File: src/rtl/draw_request_arbiter.sv
// rtl/draw_request_arbiter.sv - round-robin arbiter sharing one object-drawing engine among four requesters
module draw_request_arbiter (
  input  logic        clk,
  input  logic        resetn,
  input  logic [3:0]  req_start,
  input  logic [35:0] req_x,
  input  logic [31:0] req_y,
  input  logic [19:0] req_type,
  input  logic [19:0] req_length,
  input  logic [19:0] req_height,
  output logic [3:0]  req_done,
  output logic [3:0]  grant,
  output logic        busy,
  output logic        draw_start,
  output logic [8:0]  draw_x,
  output logic [7:0]  draw_y,
  output logic [4:0]  draw_type,
  output logic [4:0]  draw_length,
  output logic [4:0]  draw_height,
  input  logic        draw_object_done
);

  typedef enum logic [1:0] {
    ST_IDLE    = 2'd0,
    ST_LATCH   = 2'd1,
    ST_DRAW    = 2'd2,
    ST_RELEASE = 2'd3
  } state_t;

  state_t      r_state;
  state_t      w_state_nxt;
  logic [1:0]  r_ptr;
  logic [1:0]  r_g;
  logic [1:0]  w_sel;
  logic [8:0]  r_x;
  logic [7:0]  r_y;
  logic [4:0]  r_type;
  logic [4:0]  r_length;
  logic [4:0]  r_height;

  // Scan from the far end so the requester closest to r_ptr overwrites last and wins.
  always_comb begin
    w_sel = r_ptr;
    for (int i = 3; i >= 0; i--) begin
      if (req_start[r_ptr + 2'(i)]) begin
        w_sel = r_ptr + 2'(i);
      end
    end
  end

  always_comb begin
    w_state_nxt = r_state;
    case (r_state)
      ST_IDLE:    if (|req_start) w_state_nxt = ST_LATCH;
      ST_LATCH:   w_state_nxt = ST_DRAW;
      ST_DRAW:    if (draw_object_done) w_state_nxt = ST_RELEASE;
      ST_RELEASE: if (!req_start[r_g]) w_state_nxt = ST_IDLE;
      default:    w_state_nxt = ST_IDLE;
    endcase
  end

  always_ff @(posedge clk or negedge resetn) begin
    if (!resetn) begin
      r_state  <= ST_IDLE;
      r_ptr    <= 2'd0;
      r_g      <= 2'd0;
      r_x      <= '0;
      r_y      <= '0;
      r_type   <= '0;
      r_length <= '0;
      r_height <= '0;
    end else begin
      r_state <= w_state_nxt;
      if (r_state == ST_IDLE && |req_start) begin
        r_g <= w_sel;
      end
      if (r_state == ST_LATCH) begin
        r_x      <= req_x[9*r_g +: 9];
        r_y      <= req_y[8*r_g +: 8];
        r_type   <= req_type[5*r_g +: 5];
        r_length <= req_length[5*r_g +: 5];
        r_height <= req_height[5*r_g +: 5];
      end
      if (r_state == ST_RELEASE && !req_start[r_g]) begin
        r_ptr <= r_g + 2'd1;
      end
    end
  end

  // Everything below decodes from registered state only; no req_* path reaches the engine.
  always_comb begin
    busy       = (r_state != ST_IDLE);
    draw_start = (r_state == ST_DRAW);
    grant      = (r_state != ST_IDLE) ? (4'b0001 << r_g) : 4'b0000;
    req_done   = (r_state == ST_RELEASE) ? (4'b0001 << r_g) : 4'b0000;
  end

  assign draw_x      = r_x;
  assign draw_y      = r_y;
  assign draw_type   = r_type;
  assign draw_length = r_length;
  assign draw_height = r_height;

endmodule
File: config.mk
export PLATFORM = sky130hd
export DESIGN_NAME = draw_request_arbiter
export DESIGN_NICKNAME = d
export VERILOG_FILES = /design/src/rtl/draw_request_arbiter.sv
export SDC_FILE = /design/constraint.sdc
export NUM_CORES = 1
export LEC_CHECK = 0
export BUFFER_PORTS_ARGS = -buffer_cell sky130_fd_sc_hd__buf_2
export CAP_MARGIN = 20
export CORE_MARGIN = 4
export CORE_UTILIZATION = 35
export CTS_CLUSTER_DIAMETER = 100
export DETAILED_ROUTE_END_ITERATION = 8
export GPL_ROUTABILITY_DRIVEN = 0
export HOLD_SLACK_MARGIN = 0.03
export PLACE_DENSITY = 0.69
export SYNTH_ARGS = -nofsm -noshare
export SYNTH_HDL_FRONTEND = slang
export SYNTH_SLANG_ARGS = --single-unit
File: constraint.sdc
create_clock -name clk -period 2 [get_ports clk]
set_clock_uncertainty 0.05 [all_clocks]
set_input_delay 0.4 -clock clk [delete_from_list [all_inputs] [get_ports clk]]
set_output_delay 0.4 -clock clk [all_outputs]
set_load 0.1 [all_outputs]
# Word-level counts from Yosys, hierarchy flattened
# Cells that the tools add are included.
dict set report totals {
  word_cells 58
  inputBits 135
  ff_bits 38
  output_inout_bits 42
}
dict set report classes {
  n_addsub 4
  multipliers 2
  reduce_logical 7
  shifts 6
  order_cmp 5
  mux 20
  n_eq_ne 6
}
# op n
set op_table {}
lappend op_table {{indexed part select 20 x 6 -> 5 bit} 3}
lappend op_table {{indexed part select 36 x 7 -> 9 bit} 1}
lappend op_table {{indexed part select 32 x 6 -> 8 bit} 1}
lappend op_table {{less-than comparator 2 x 3 -> 1 bit (second input constant)} 5}
lappend op_table {{two-way mux 2 bit} 7}
lappend op_table {{binary-select mux 1 bit (select 2 bit)} 5}
lappend op_table {{two-way mux 4 bit} 2}
lappend op_table {{one-hot mux 2 bit (4 select lines)} 1}
lappend op_table {{multiplier 4 x 2 -> 6 bit (first input constant)} 1}
lappend op_table {{multiplier 3 x 2 -> 5 bit (first input constant)} 1}
lappend op_table {{two-way mux 1 bit} 5}
lappend op_table {{adder 2 x 1 -> 2 bit (second input constant)} 2}
lappend op_table {{adder 2 bit (second input constant)} 2}
lappend op_table {{== test 2 bit (second input constant)} 2}
lappend op_table {{inequality test 2 bit (second input constant)} 2}
lappend op_table {{OR reduction 4 bit} 1}
lappend op_table {{<< shifter 1 x 2 -> 4 bit (first input constant)} 1}
lappend op_table {{AND reduction 3 bit} 1}
lappend op_table {{== test 2 x 1 -> 1 bit (second input constant)} 1}
lappend op_table {{logical AND 1 bit} 2}
lappend op_table {{zero test 2 bit} 1}
lappend op_table {{inequality test 2 x 1 -> 1 bit (second input constant)} 1}
lappend op_table {{nonzero test 2 bit} 1}
lappend op_table {{zero test 1 bit} 1}

# Depth between registers and ports, before layout
# Gate-level depths: netlist of the first run.
dict set report depth {
  ltp_word 7
  depth_mapped 5
  ltp_nobuf 5
}

# Least setup slack after synthesis of the first run
# Ideal clock, no wire load.
dict set report synth_timing {
  path_type {flip-flop to output port}
  startpoint {reg r_g[1]}
  endpoint {out grant[1]}
  required_time_ns 1.550
  path_slack_ns -0.753
  stages_incl_launch_ff 6
  arrival_ns 2.303
  cell_sequence {dfrtp_1 buf_2 buf_2 inv_1 ha_1 nor2b_1}
}
dict set report synth_between {
  elab_chain_cells 2
}
# element line_no
set synth_rtl {}
lappend synth_rtl {{from (decl)} 33} ;# logic [1:0] r_g;
lappend synth_rtl {{from (signal assigned)} 75} ;# r_g <= w_sel;
lappend synth_rtl {{<< shifter 1 x 2 -> 4 bit} 94} ;# grant = (r_state != ST_IDLE) ? (4'b0001 << r_g) : 4'b0000;
lappend synth_rtl {{two-way mux 4 bit} 94}
lappend synth_rtl {{to (decl)} 12} ;# output logic [3:0] grant,
# No other way between the ends.

# Worst setup path in the final report of the first run
dict set report layout_timing {
  startpoint {reg r_state[0]}
  endpoint {out busy}
}
dict set report layout_between {
  elab_chain_cells 1
}
# element line_no
set layout_rtl {}
lappend layout_rtl {{from (decl)} 30} ;# state_t r_state;
lappend layout_rtl {{from (signal assigned)} 73} ;# r_state <= w_state_nxt;
lappend layout_rtl {{nonzero test 2 bit} 92} ;# busy = (r_state != ST_IDLE);
lappend layout_rtl {{to (decl)} 13} ;# output logic busy,
# No other way between the ends.

==> results of run 1 <==
[state kept, by name, summed over array words and instances (netlist names)]
| signal | count |
|---|---|
| draw_height | 5 |
| r_ptr | 2 |
| draw_y | 8 |
| draw_type | 5 |
| draw_length | 5 |
| r_state | 2 |
| r_g | 2 |
| draw_x | 9 |
[cell type report]
type	instances	area, µm²	share of cell area
Clock buffer	5	68.82	0.01773
Clock inverter	2	10.01	0.002579
Inverter	8	30.03	0.007737
Multi-Input combinational cell	110	1560	0.4020
Sequential cell	38	953.4	0.2456
Tap cell	99	123.9	0.03191
Timing Repair Buffer	188	1135	0.2924
[routing by layer]
layer	up-vias	global-route usage	routed length, µm
met2	102	0.3109	3929
li1	1016	-	-
met5	-	0	0
met3	5	0.05529	704
met4	0	0.02888	53
met1	1092	0.1919	2712
[Yosys cell counts (2+ instances only)]
library cell / count
o21bai_1: 2
dfrtp_1: 38
mux4_2: 32
nand2b_1: 4
nand2_1: 5
mux2_4: 20
a21oi_1: 3
o22ai_1: 2
buf_2: 8
o21ai_0: 2
ha_1: 8
mux2i_1: 3
mux2_2: 13
nor2b_1: 5
and2_1: 4
buf_12: 2
inv_1: 8
[critical path, cell delays in order (launching register included)]
cell and delay (ns):
dfrtp_1 0.42, inv_1 0.10, ha_2 0.36, inv_1 0.12, buf_12 0.18
[per-stage QoR]
stage | hold slack (ns) | setup slack [ns]
finish | 0.03600 | 0.07948
global route | 0.04922 | -0.002020
CTS | 0.03752 | 0.02231
detailed placement | 0.3529 | 0.1766
global placement | 0.3443 | 0.2197
floorplan | 0.05441 | 0.01181
[what timing repair did]
item                       in CTS  in global routing
setup endpoints to repair       7                  3
cloned                          0                  0
buffers inserted                3                  0
pin swaps                       0                  0
hold endpoints to repair        0                  0
gates resized for setup         1                  1
[cells by family (layout without fill, tap and decap cells)]
group                      count (synthesis)  after routing  share of synthesized area
and+or+nand+nor                           19             19                    0.04094
adders and majority gates                  8              8                    0.03854
muxes                                     69             69                     0.4653
DFF                                       38             38                     0.3661
AOI/OAI and AO/OA                         14             14                    0.04094
buffers and inverters                     20            203                    0.04817
[final timing paths]
path | endpoint | slack [ns] | cells past startpoint
max | busy | 0.08 | 4
min | draw_height[3] | 0.04 | 1
max reg2reg | draw_type[4] | 0.27 | 3
min reg2reg | draw_x[6] | 0.46 | 1
max in group asynchronous | r_g[0] | 1.37 | 2
min in group clk | draw_x[6] | 0.46 | 1
==> reports/qor.csv, run 1 <==
metric,value,unit
status,"complete, no violations",
cp.arrival,1.47,ns
num_vias,2215,
core,7214,µm²
worstSetupPathType,register to output port,
synth_top_cell_area_share,0.3661,
io-pin-count,177,
rows,31,
drv_cap,0,
drv_slew,0,
dp_hpwl,6211,µm
syn_inst,168,
clock_path_buffers,2,
yosysWarnings,0,
dp_cells,440,
antenna_cells,0,
fill_cells,655,
drcViolationCount,0,
crit_path_start_kind,register,
synth_area_leaders,"dfrtp_1 (37%), mux4_2 (28%), mux2_4 (12%), mux2_2 (5.6%), ha_1 (3.9%)",
htree_levels,2,
antenna_left,0,
finalSetupViolCount,0,
initial_core_util,0.3600,
drt-total-wl,7399,µm
die_height,94.15,µm
grt_max_degree,21,
clkSinkCount,38,
crit_path_max_fanout,8,
rsz0062_at_grt,true,
cts_hold_buf,0,
async_reset_ff_frac,1.000,
crit_start,r_state[0],
final_cells,450,
clk_pin_slew,0.07,ns
antenna_found_initial,0,
cts_made_buffers,5,
synth_area_per_cell,15.46,µm²
netlist_area,2597,µm²
dr.pass1.iters,4,
finalSetupTns,0,ns
finalHoldViolCount,0,
r2r_start,r_g[0],
die_x,94.15,µm
synth-edff-count,0,
die_area,8863,µm²
ys_seq_area_frac,0.3661,
root_buffer,clkbuf_8,
min_period_over_period,0.9603,
clk_latency,0.28,ns
slew_headroom,0.6556,
grt_usage,0.1690,
period_needed,1.921,ns
grt_pass1_vias,2428,
hp-class,input pin to asynchronous set/reset pin,
fin_area,3881,µm²
final_nets,494,
final_cell_mix,"buf_2 (167), dfrtp_1 (36), mux4_2 (32)",
port-buffer-count,176,
grt_pass1_wl,11720,µm
layout-drive-gt1-share,0.7778,
synth.ff_latch_count,38,
required,1.55,ns
drtIter0Drc,37,
worst_slew_pin_slew,0.5165,ns
synth_top_cell_by_area,dfrtp_1,
synth.net_count,311,
endpoint_kind,output port,
grt-ovfl-total,0,
final_util,0.5380,
avgRoutedWirePerCell,16.44,µm
cts_tree,yes,
placedInstanceArea,3774,µm²
final_common_cell,buf_2,
ys.flop_type,dfrtp_1,
routed_via_density,4.922,
area_growth,49.42,%
fmax,520.7,MHz
synth_cell_types,26,
Power of run 1 is left out: the tool's default activity adds up to more than one toggle a clock period on the data nets, which glitch-free logic cannot reach.
==> inputs of run 2 (changes only) <==
--- a/config.mk
+++ b/config.mk
@@ -8,12 +8,12 @@
 export BUFFER_PORTS_ARGS = -buffer_cell sky130_fd_sc_hd__buf_2
 export CAP_MARGIN = 20
 export CORE_MARGIN = 4
-export CORE_UTILIZATION = 35
+export CORE_UTILIZATION = 31
+export CTS_BUF_LIST = sky130_fd_sc_hd__clkbuf_4
 export CTS_CLUSTER_DIAMETER = 100
 export DETAILED_ROUTE_END_ITERATION = 8
 export GPL_ROUTABILITY_DRIVEN = 0
 export HOLD_SLACK_MARGIN = 0.03
-export PLACE_DENSITY = 0.69
 export SYNTH_ARGS = -nofsm -noshare
 export SYNTH_HDL_FRONTEND = slang
 export SYNTH_SLANG_ARGS = --single-unit
==> constraint.sdc (replaced) <==
create_clock -name clk -period 2.1 [get_ports clk]
set_clock_uncertainty 0.05 [all_clocks]
set_input_delay 0.42 -clock clk [delete_from_list [all_inputs] [get_ports clk]]
set_output_delay 0.42 -clock clk [all_outputs]
set_load 0.1 [all_outputs]
==> run 2 against run 1 <==
Via count is 0.23% higher. First-iteration DRC count is 5.4% higher. Sequential share of layout area is 0.46 points higher. Clock-buffer cell count rose by 1. Non-clock buffer count rose by 1. Cell count grew 1.8%. Worst hold slack improved by 0.017 ns. Routed wire length is 5.1% higher.
==> reports/qor.csv, run 2 (synthesis results as in run 1) <==
metric,value,unit,change
die_x,99.54,µm,+5.7%
rows,33,,+6.5%
final_common_cell,buf_2,,
die_area,9907,µm²,+12%
grt_pass1_vias,2458,,+1.2%
drcViolationCount,0,,unchanged
drt-total-wl,7779,µm,+5.1%
root_buffer,clkbuf_4,,
grt-ovfl-total,0,,unchanged
drv_cap,0,,unchanged
crit_path_start_kind,register,,
fin_area,3810,µm²,-1.8%
slew_headroom,0.5456,,-0.1101
fmax,494.0,MHz,
core,8175,µm²,+13%
hp-class,input pin to asynchronous set/reset pin,,
drv_slew,0,,unchanged
cp.arrival,1.55,ns,+0.08 ns
whs,0.05313,ns,+0.01712 ns
die_height,99.54,µm,+5.7%
placedInstanceArea,3730,µm²,-1.2%
rsz0062_at_grt,true,,
area_growth,46.68,%,
min_period_over_period,0.9639,,
port-buffer-count,176,,unchanged
crit_path_max_fanout,8,,unchanged
num_vias,2220,,+0.23%
final_nets,495,,+0.20%
clkSinkCount,38,,unchanged
r2r_end,draw_height[4],,
cts_made_buffers,5,,unchanged
grt_usage,0.1550,,-0.01401
antenna_cells,0,,unchanged
finalSetupViolCount,0,,unchanged
antenna_left,0,,unchanged
layout-drive-gt1-share,0.7734,,-0.004407
worstRegToRegCells,3,,unchanged
dp_hpwl,6471,µm,+4.2%
crit_start,r_g[0],,
largest_reg_flops,9,,unchanged
endpoint_kind,output port,,
cts_tree,yes,,
antenna_found_initial,0,,unchanged
period_needed,2.024,ns,
htree_levels,2,,unchanged
grt_max_degree,30,,+43%
initial_core_util,0.3177,,-0.04232
clock_path_buffers,2,,unchanged
worst_slew_pin_slew,0.6816,ns,+0.1651 ns
final_cell_mix,"buf_2 (167), dfrtp_1 (36), mux4_2 (32)",,
r2r_slack,0.35,ns,+0.08 ns
grt_pass1_wl,12110,µm,+3.4%
status,"complete, no violations",,
avgRoutedWirePerCell,16.98,µm,+3.3%
finalHoldViolCount,0,,unchanged
dr.pass1.iters,4,,unchanged
clk_pin_slew,0.12,ns,+0.05 ns
io-pin-count,177,,unchanged
routed_via_density,4.847,,-1.5%
required,1.63,ns,+0.08 ns
worstSetupPathType,register to output port,,
r2r_start,r_g[0],,
drtIter0Drc,39,,+5.4%
clk_latency,0.34,ns,+0.06 ns
fill_cells,764,,+17%
-- run 2: worst max path at each step --
| stage | end | slack (ns) |
|---|---|---|
| finish | req_done[1] | 0.08 |
| global route | busy | -0.006 |
| CTS | req_done[1] | 0.006 |
| detailed placement | busy | 0.29 |
| global placement | busy | 0.33 |
| floorplan | grant[1] | -0.14 |
-- run 2: cell type report --
| cell class | count | area, µm² | area share |
|---|---|---|---|
| clock inverter | 2 | 8.758 | 0.002299 |
| clock buffer | 6 | 45.04 | 0.01182 |
| tap | 105 | 131.4 | 0.03448 |
| sequential | 38 | 953.4 | 0.2502 |
| multi-input combinational | 110 | 1549 | 0.4066 |
| timing repair buffer | 189 | 1092 | 0.2867 |
| inverter | 8 | 30.03 | 0.007882 |
-- run 2: timing repair --
| item | in CTS | in global routing |
|---|---|---|
| pin swaps | 0 | 0 |
| hold buffers | 0 | 0 |
| setup endpoints to repair | 7 | 3 |
| gates resized for setup | 3 | 1 |
| buffers inserted | 0 | 2 |
-- run 2: critical path: stages, from the launching register on --
cell     delay, ns
dfrtp_2       0.44
buf_4         0.18
ha_1          0.21
and2_2        0.20
buf_6         0.18
-- run 2: per-stage QoR --
stage | setup slack, ns | utilization | setup TNS (ns) | instances
after floorplan | -0.1431 | - | -0.1431 | 168
after global placement | 0.3302 | 0.4562 | 0 | 448
after detailed placement | 0.2941 | 0.4562 | 0 | 448
after CTS | 0.006337 | 0.4637 | 0 | 456
after global routing | -0.006493 | 0.4660 | -0.01083 | 458
final | 0.07586 | 0.4660 | 0 | 458
-- run 2: per-layer routing --
metal,global-route usage,up-vias,part of all wire,wire [µm]
li1,-,1024,-,-
met1,0.1795,1075,0.38,2932
met2,0.2810,115,0.52,4075
met3,0.04418,6,0.089,696
met4,0.03887,0,0.0095,74
met5,0,-,0,0
Power of run 2 is left out for the same reason.
==> inputs of run 3 (changes only) <==
--- a/config.mk
+++ b/config.mk
@@ -14,6 +14,7 @@
 export DETAILED_ROUTE_END_ITERATION = 8
 export GPL_ROUTABILITY_DRIVEN = 0
 export HOLD_SLACK_MARGIN = 0.03
+export PLACE_DENSITY = 0.65
 export SYNTH_ARGS = -nofsm -noshare
 export SYNTH_HDL_FRONTEND = slang
 export SYNTH_SLANG_ARGS = --single-unit
==> constraint.sdc (replaced) <==
create_clock -name clk -period 1.8 [get_ports clk]
set_clock_uncertainty 0.05 [all_clocks]
set_input_delay 0.36 -clock clk [delete_from_list [all_inputs] [get_ports clk]]
set_output_delay 0.36 -clock clk [all_outputs]
set_load 0.1 [all_outputs]
==> run 3 against run 2 <==
The flow now finishes with violations (negative setup slack). Design area grew 8.2%. First-iteration DRC count is the same. Utilization grew 3.8 points. Flip-flop and latch count is the same. Non-clock buffer count grew 12. Critical path depth grew 1. Critical path type unchanged. Critical endpoint is now grant[2].
==> reports/qor.csv, run 3 (synthesis results as in run 1) <==
metric,value,unit,change
grt_max_degree,21,,-30%
layout-drive-gt1-share,0.8192,,+0.04581
core,8175,µm²,unchanged
clock_path_buffers,2,,unchanged
grt_pass1_wl,12030,µm,-0.63%
die_x,99.54,µm,unchanged
placedInstanceArea,3839,µm²,+2.9%
drcViolationCount,0,,unchanged
num_vias,2251,,+1.4%
required,1.39,ns,-0.24 ns
slowest_stage,dfrtp_1,,
crit_family,flip-flops,,
root_buffer,clkbuf_4,,
fin_area,4124,µm²,+8.2%
cp.arrival,1.45,ns,-0.10 ns
drt-total-wl,7762,µm,-0.22%
die_height,99.54,µm,unchanged
setup_ws,-0.05714,ns,-0.1330 ns
status,finished with violations,,
final_cell_mix,"buf_2 (166), dfrtp_1 (36), mux4_2 (32)",,
endpoint_kind,output port,,
period_needed,1.857,ns,
grt_usage,0.1542,,-0.0007755
cp_num_buf_inv,3,,+1
die_area,9907,µm²,unchanged
finalSetupViolCount,9,,+9
cts_tree,yes,,
rows,33,,unchanged
hp-class,input pin to register,,
final_common_cell,buf_2,,
largest_reg_flops,9,,unchanged
violations,negative setup slack,,
crit_path_start_kind,register,,
grt_pass1_vias,2416,,-1.7%
fmax,538.5,MHz,
r2r_slack,0.06,ns,-0.29 ns
final_util,0.5044,,+0.03841
drtIter0Drc,39,,unchanged
rsz0062_at_grt,true,,
antenna_found_initial,0,,unchanged
routed_via_density,4.789,,-1.2%
cts_made_buffers,5,,unchanged
io-pin-count,177,,unchanged
clkSinkCount,38,,unchanged
slowest_delay,0.43,ns,about the same
finalHoldViolCount,0,,unchanged
avgRoutedWirePerCell,16.51,µm,-2.8%
area_growth,58.77,%,
drv_slew,0,,unchanged
clk_latency,0.34,ns,about the same
htree_levels,2,,unchanged
path_common_cell,buf_12,,
critical_path.cell_chain,inv_2 -> ha_4 -> buf_12 -> nor2b_4 -> buf_12,,
worstSetupPathType,register to output port,,
port-buffer-count,176,,unchanged
initial_core_util,0.3177,,unchanged
whs,0.4021,ns,+0.3490 ns
worst_slew_pin_slew,0.5139,ns,-0.1677 ns
antenna_left,0,,unchanged
drv_cap,0,,unchanged
clk_pin_slew,0.12,ns,about the same
crit_path_max_fanout,4,,-4
slew_headroom,0.6574,,+0.1118
dp_hpwl,6163,µm,-4.8%
min_period_over_period,1.032,,
dr.pass1.iters,4,,unchanged
antenna_cells,0,,unchanged
grt-ovfl-total,0,,unchanged
final_nets,507,,+2.4%
[run 3: cell count changes in the layout (fill, tap and decap cells not counted), sizes merged]
cell         delta
buf            +11
clkbuf          -1
clkinvlp        +1
dlygate4sd3     +1
[run 3: per-layer routing]
| metal | vias up | global-route usage | wire length, µm |
|---|---|---|---|
| met2 | 101 | 0.2918 | 4168 |
| met5 | - | 0 | 0 |
| met1 | 1099 | 0.1770 | 2908 |
| met4 | 0 | 0.01891 | 37 |
| met3 | 6 | 0.04278 | 648 |
| li1 | 1045 | - | - |
[run 3: cell type report]
type / instances / area (µm²)
inverters: 8 / 30.03
clock buffers: 5 / 37.54
fillers: 722 / 4051
repair buffers: 201 / 1315
well taps: 105 / 131.4
clock inverters: 3 / 16.27
multi-input cells: 110 / 1640
flip-flops and latches: 38 / 953.4
[run 3: timing repair]
| item | in CTS | in global routing |
|---|---|---|
| setup buffers | 13 | 2 |
| resized for setup | 16 | 7 |
| pin swaps | 1 | 0 |
| endpoints found under the hold margin | 18 | 0 |
| gates cloned | 1 | 0 |
| hold buffers | 1 | 0 |
| endpoints found under the setup margin | 9 | 18 |
[run 3: path summary, 6_finish.rpt]
kind,to,start,cells after the start
hold reg to reg,draw_x[5],draw_x[5],1
setup reg to reg,r_state[1],r_state[0],6
setup / recovery,grant[2],r_state[0],5
max in group asynchronous,draw_height[3],resetn,3
hold / removal,draw_x[4],req_x[31],3
min in group asynchronous,draw_type[4],resetn,2
[run 3: worst reg2reg max path: cells and delay by family (launching register included)]
family | cells | cell delay [ns]
buf+inv | 3 | 0.33
compound gates | 1 | 0.30
flops | 1 | 0.43
fa+ha+maj | 1 | 0.17
mux | 1 | 0.36
[run 3: metrics by stage]
step / TNS, ns / setup WS (ns) / cells
global route: -1.116 / -0.1421 / 470
finish: -0.3350 / -0.05714 / 470
CTS: -0.5045 / -0.07338 / 469
detailed placement: 0 / 0.08858 / 446
floorplan: -0.06145 / -0.06145 / 168
global placement: 0 / 0.1347 / 446
Power of run 3 is left out for the same reason.
